### src/rtl/id_exe_hazard_ctrl.sv
// ID/EXE sequencing controller: load-use stalls, EXE-resolved redirects and
// multi-cycle EXE occupancy (integer mult/div and FP) with a stall-cycle counter.
module id_exe_hazard_ctrl #(
  parameter int MDU_LAT = 4,
  parameter int FP_LAT  = 3
) (
  input  logic        Clk,
  input  logic        Rst,
  input  logic [4:0]  Rs_ID,
  input  logic [4:0]  Rt_ID,
  input  logic        uses_Rs_ID,
  input  logic        uses_Rt_ID,
  input  logic        multicycle_ID,
  input  logic        FP_ID,
  input  logic        MemRead_EXE,
  input  logic [4:0]  Rt_EXE,
  input  logic        branch_taken_EXE,
  input  logic        jump_EXE,
  output logic        PC_write,
  output logic        IF_ID_write,
  output logic        bubble_ID_EXE,
  output logic        flush_IF_ID,
  output logic        ex_hold,
  output logic        mc_busy,
  output logic [15:0] stall_cycles
);

  typedef enum logic [0:0] {
    RUN     = 1'b0,
    MC_BUSY = 1'b1
  } state_t;

  localparam logic [3:0] MDU_LAT_C = 4'(MDU_LAT);
  localparam logic [3:0] FP_LAT_C  = 4'(FP_LAT);

  state_t      state_r;
  logic [3:0]  cnt_r;
  logic [15:0] stall_cycles_r;

  logic        lu_s;
  logic        rd_s;
  logic        mc_entry_s;
  logic [3:0]  lat_s;
  logic        pc_write_s;
  logic        if_id_write_s;
  logic        bubble_s;
  logic        flush_s;
  logic        busy_s;

  function automatic logic src_hit(input logic uses, input logic [4:0] src,
                                   input logic [4:0] dst);
    return uses && (src == dst);
  endfunction

  // Hazard detection and multi-cycle entry decode
  always_comb begin
    lu_s = MemRead_EXE && (Rt_EXE != 5'd0) &&
           (src_hit(uses_Rs_ID, Rs_ID, Rt_EXE) || src_hit(uses_Rt_ID, Rt_ID, Rt_EXE));
    rd_s = branch_taken_EXE || jump_EXE;
    if (FP_ID) begin
      lat_s = FP_LAT_C;
    end else begin
      lat_s = MDU_LAT_C;
    end
    mc_entry_s = (state_r == RUN) && !rd_s && !lu_s && multicycle_ID;
  end

  // Pipeline control outputs; redirect dominates load-use while in RUN
  always_comb begin
    pc_write_s    = 1'b1;
    if_id_write_s = 1'b1;
    bubble_s      = 1'b0;
    flush_s       = 1'b0;
    busy_s        = 1'b0;
    if (Rst) begin
      pc_write_s    = 1'b0;
      if_id_write_s = 1'b0;
      bubble_s      = 1'b1;
      flush_s       = 1'b1;
    end else if (state_r == MC_BUSY) begin
      pc_write_s    = 1'b0;
      if_id_write_s = 1'b0;
      busy_s        = 1'b1;
    end else if (rd_s) begin
      bubble_s      = 1'b1;
      flush_s       = 1'b1;
    end else if (lu_s) begin
      pc_write_s    = 1'b0;
      if_id_write_s = 1'b0;
      bubble_s      = 1'b1;
    end else begin
      pc_write_s    = 1'b1;
      if_id_write_s = 1'b1;
    end
  end

  assign PC_write      = pc_write_s;
  assign IF_ID_write   = if_id_write_s;
  assign bubble_ID_EXE = bubble_s;
  assign flush_IF_ID   = flush_s;
  assign ex_hold       = busy_s;
  assign mc_busy       = busy_s;
  assign stall_cycles  = stall_cycles_r;

  // Sequencing FSM; cnt holds the busy cycles still owed after the entry edge
  always_ff @(posedge Clk) begin
    if (Rst) begin
      state_r <= RUN;
      cnt_r   <= 4'd0;
    end else begin
      case (state_r)
        RUN: begin
          if (mc_entry_s && (lat_s > 4'd1)) begin
            state_r <= MC_BUSY;
            cnt_r   <= lat_s - 4'd1;
          end else begin
            state_r <= RUN;
            cnt_r   <= 4'd0;
          end
        end
        MC_BUSY: begin
          if (cnt_r <= 4'd1) begin
            state_r <= RUN;
            cnt_r   <= 4'd0;
          end else begin
            state_r <= MC_BUSY;
            cnt_r   <= cnt_r - 4'd1;
          end
        end
        default: begin
          state_r <= RUN;
          cnt_r   <= 4'd0;
        end
      endcase
    end
  end

  // Saturating count of front-end stall cycles
  always_ff @(posedge Clk) begin
    if (Rst) begin
      stall_cycles_r <= 16'd0;
    end else if (!pc_write_s && (stall_cycles_r != 16'hFFFF)) begin
      stall_cycles_r <= stall_cycles_r + 16'd1;
    end else begin
      stall_cycles_r <= stall_cycles_r;
    end
  end

endmodule

### config.mk
export PLATFORM = sky130hd
export DESIGN_NAME = id_exe_hazard_ctrl
export DESIGN_NICKNAME = d
export VERILOG_FILES = /design/src/rtl/id_exe_hazard_ctrl.sv
export SDC_FILE = /design/constraint.sdc
export NUM_CORES = 1
export LEC_CHECK = 0
export BUFFER_PORTS_ARGS = -buffer_cell sky130_fd_sc_hd__clkbuf_2
export CAP_MARGIN = 25
export CORE_ASPECT_RATIO = 1.1
export CORE_MARGIN = 3
export CORE_UTILIZATION = 44
export DETAILED_ROUTE_END_ITERATION = 10
export GPL_TIMING_DRIVEN = 0
export PLACE_DENSITY = 0.72
export SLEW_MARGIN = 20
export SYNTH_ARGS = -nofsm -noshare
export SYNTH_HDL_FRONTEND = slang
export SYNTH_SLANG_ARGS = --single-unit
### constraint.sdc
create_clock -name Clk -period 2.1 [get_ports Clk]
set_clock_uncertainty 0.1 [all_clocks]
set_input_delay 0.105 -clock Clk [delete_from_list [all_inputs] [get_ports Clk]]
set_output_delay 0.105 -clock Clk [all_outputs]
set_load 0.02 [all_outputs]
==> results by group <==
Power and ir drop
  – NetSw: approximately 0.21 mW
  – Peak VDD IR: ~470 uV
  – Clk pwr share: 26.6%
  – Pint: about 0.54 mW
  – Flop pwr share: between 50% and 60%
  – Combinational power share: 18.3%
  – Leakage power: about 0.67 nW
  – Net Sw Frac: roughly 28%
  – Pwr Density: roughly 450 mW/mm2

Setup path
  – Worst Setup End Kind: flop
  – Reg2Reg Depth: 7
  – WS Path Type: reg -> reg
  – Max FO, Critical Path: 5
  – Critical Path AT: ~2100 ps
  – Startpoint Class: flop
  – Worst endpoint required time: 2200 ps
  – FF-to-FF setup slack: ~61 ps

Place
  – Cell Area, Placed: 0.001499 mm2
  – Placer Congestion: roughly 0.75
  – DP Wirelength: between 2 and 2.5 mm
  – Pre-CTS setup slack: -124.3 ps
  – Port Buf Inserts: 45

Synthesis
  – Syn nets: ~180
  – Synth Area in XOR/XNOR: a little under a tenth
  – Mapped Avg Cell Area: about 8.3 um2
  – Main synth FF type: dfxtp_1
  – Yosys reg bits: 21
  – Synth cell types: 35
  – Largest area contributor in the netlist: dfxtp_1
  – Main area contributors after synthesis: dfxtp_1, xnor2_1, or3_1
  – Syn. warnings: 0
  – Synth Area in Compound Gates: a little under a fifth
  – Cell area after synthesis: about 0.0012 mm2
  – Number of flops mapped to enable cells by yosys: 0
  – Largest family of logic cells by synthesized area: simple AND/OR/NAND/NOR gates
  – Cell count after synthesis: approximately 150
  – Synth Area in Simple Gates: 27.46%
  – Mux share of post-synthesis cell area: under 10%
  – Cell with the most instances after synthesis: dfxtp_1
  – Synth cell count leaders: dfxtp_1, a21oi_1, nor2_1
  – Area fraction of the dominant cell type after synthesis: between 30% and 40%
  – Post-synth ARST share: 0%
  – Synth Area in Adders: 3.040%
  – Sequential area share after synthesis: around a third

Timing
  – Fmax achieved: 490.4 MHz
  – Slack of the critical path: just over 60 ps
  – Tcrit/Tclk final: 97.10%
  – Final Setup Violations: 0
  – Worst hold margin: 58.21 ps
  – Worst slew margin: 61.36%
  – Min Clock Period, post-route: around 2000 ps
  – Worst-Margin Slew: approximately 570 ps
  – Final slew viol count: 0
  – RSZ-0062 raised after global routing: yes
  – Hold Vio Cnt, Final: 0

Global route
  – Initial antenna violation count: 0
  – Largest net degree at the start of global routing: 12
  – Total grt overflow: 0
  – First-pass GRT wire length: roughly 5.4 mm
  – Gr usage total: between 10% and 20%
  – Vias in the first global route: about 1300

Route
  – ANT nets after route: 0
  – Detailed Route WL: ~3.2 mm
  – Iter 0 DRT Violations: 31
  – WL/cell: approximately 14 um
  – Vias: ~1300
  – DRC Markers: 0
  – DRT Pass-1 Iters: 4
  – DR vias/cell: approximately 5.5

Finish
  – Share of layout cells above drive strength 1: between 30% and 40%
  – Ant diodes: 0
  – Filler instances: approximately 230
  – Area delta synth->final: 34.25%
  – Final Cell Area: between 0.0015 and 0.002 mm2
  – Final nets: between 200 and 250

Clocking
  – Clock root cell: clkbuf_4
  – CTS tree: yes
  – Clock sinks: 21
  – H-tree levels: 1
  – Clk slew on worst S/H paths: roughly 110 ps
  – Clock Latency Late Sink: slightly above 300 ps
  – TritonCTS buffer count: 3
  – Maximum clock path buffer count: 2

Die
  – Die height: 61.57 um
  – Ports: between 40 and 50
  – Die Area: between 0.003 and 0.004 mm2
  – Row count: 19
  – Die width: 56.51 um
  – Initial Util: 47.66%
  – CORE AREA: between 0.002 and 0.003 mm2

Status
  – Status: finished, final reports clean

Min path
  – Worst hold stages: 3
  – Worst Hold Class: in -> reg

Flow run
  – Max-cap violations: 0
[layout by cell type, fill, tap and decap left out, types with 3 or more instances in the layout]
cell type,n
inv_1,3
a21oi_1,11
or3_1,10
clkbuf_1,3
mux2_1,3
a21oi_2,3
nand3_1,7
o21ai_0,4
nor2b_1,5
dfxtp_2,8
nor2_1,12
xnor2_1,12
clkbuf_4,3
nand4_1,7
buf_4,8
dfxtp_1,11
nor3_1,3
clkbuf_2,45
o21ai_1,8
nand2_1,8
[layer usage]
metal	up-vias	track usage, %	wire [um]
li1	654	-	-
met1	607	22.42	1376
met2	49	35.97	1587
met3	4	4.822	206
met4	0	6.441	31
met5	-	0	0
[cell type report]
cell class              instances  area (um2)  area share (%)
inverters                       3       11.26          0.6792
repair buffers                 53       290.3           17.51
multi-input cells             120       819.5           49.43
flip-flops and latches         21       437.9           26.42
well taps                      31       38.79           2.340
clock buffers                   4       26.28           1.585
plain buffers                   5       33.78           2.038
[worst paths after layout]
kind / startpoint / to
worst max-delay path: stall_cycles[8] / stall_cycles[7]
worst min-delay path: Rst / stall_cycles[10]
worst max register to register: stall_cycles[8] / stall_cycles[7]
worst min register to register: stall_cycles[9] / stall_cycles[9]
[power by group through the flow]
stage                     registers (mW)  logic (mW)  clock network, mW
after floorplan                    0.427      0.0721                  0
after global placement             0.422       0.125                  0
after detailed placement           0.423       0.129                  0
after CTS                          0.414       0.137              0.204
after global routing               0.414       0.150              0.226
final                              0.412       0.137              0.200
[cells by family after synthesis]
| family | after synthesis |
|---|---|
| buffers and inverters | 9 |
| XOR/XNOR | 13 |
| AO/OA/AOI/OAI | 35 |
| multiplexers | 4 |
| adder cells (fa/ha/maj) | 3 |
| AND/OR/NAND/NOR | 64 |
| flip-flops | 21 |
[registers in the layout, indices dropped and copies added (netlist names)]
| name | cells |
|---|---|
| cnt_r | 4 |
| stall_cycles | 16 |
| state_r | 1 |
[through the flow]
step / utilization [%] / instances / setup TNS [ps] / power, mW
after CTS: 61.81 / 234 / 0 / 0.7553
after global placement: 57.85 / 225 / -177.8 / 0.5472
final: 63.98 / 237 / 0 / 0.7488
after global routing: 63.98 / 237 / -20.51 / 0.7904
after floorplan: - / 149 / 0 / 0.4991
after detailed placement: 57.85 / 225 / -587.3 / 0.5515
[what timing repair did]
item,4_1_cts,5_1_grt
gates resized for setup,6,15
hold buffers,2,0
endpoints found under the setup margin,11,12
buffers inserted,2,5
gates cloned,1,0
pin swaps,4,13
endpoints found under the hold margin,2,0
[worst max-delay path, cell delays in order (launching register included)]
cell       delay, ps
dfxtp_4          370
nand4_1          180
nor4_4            60
buf_4            150
a2111oi_4        460
a21oi_4          140
nor2b_1          150
mux2_1           330
(Power assumes the default switching activity.)
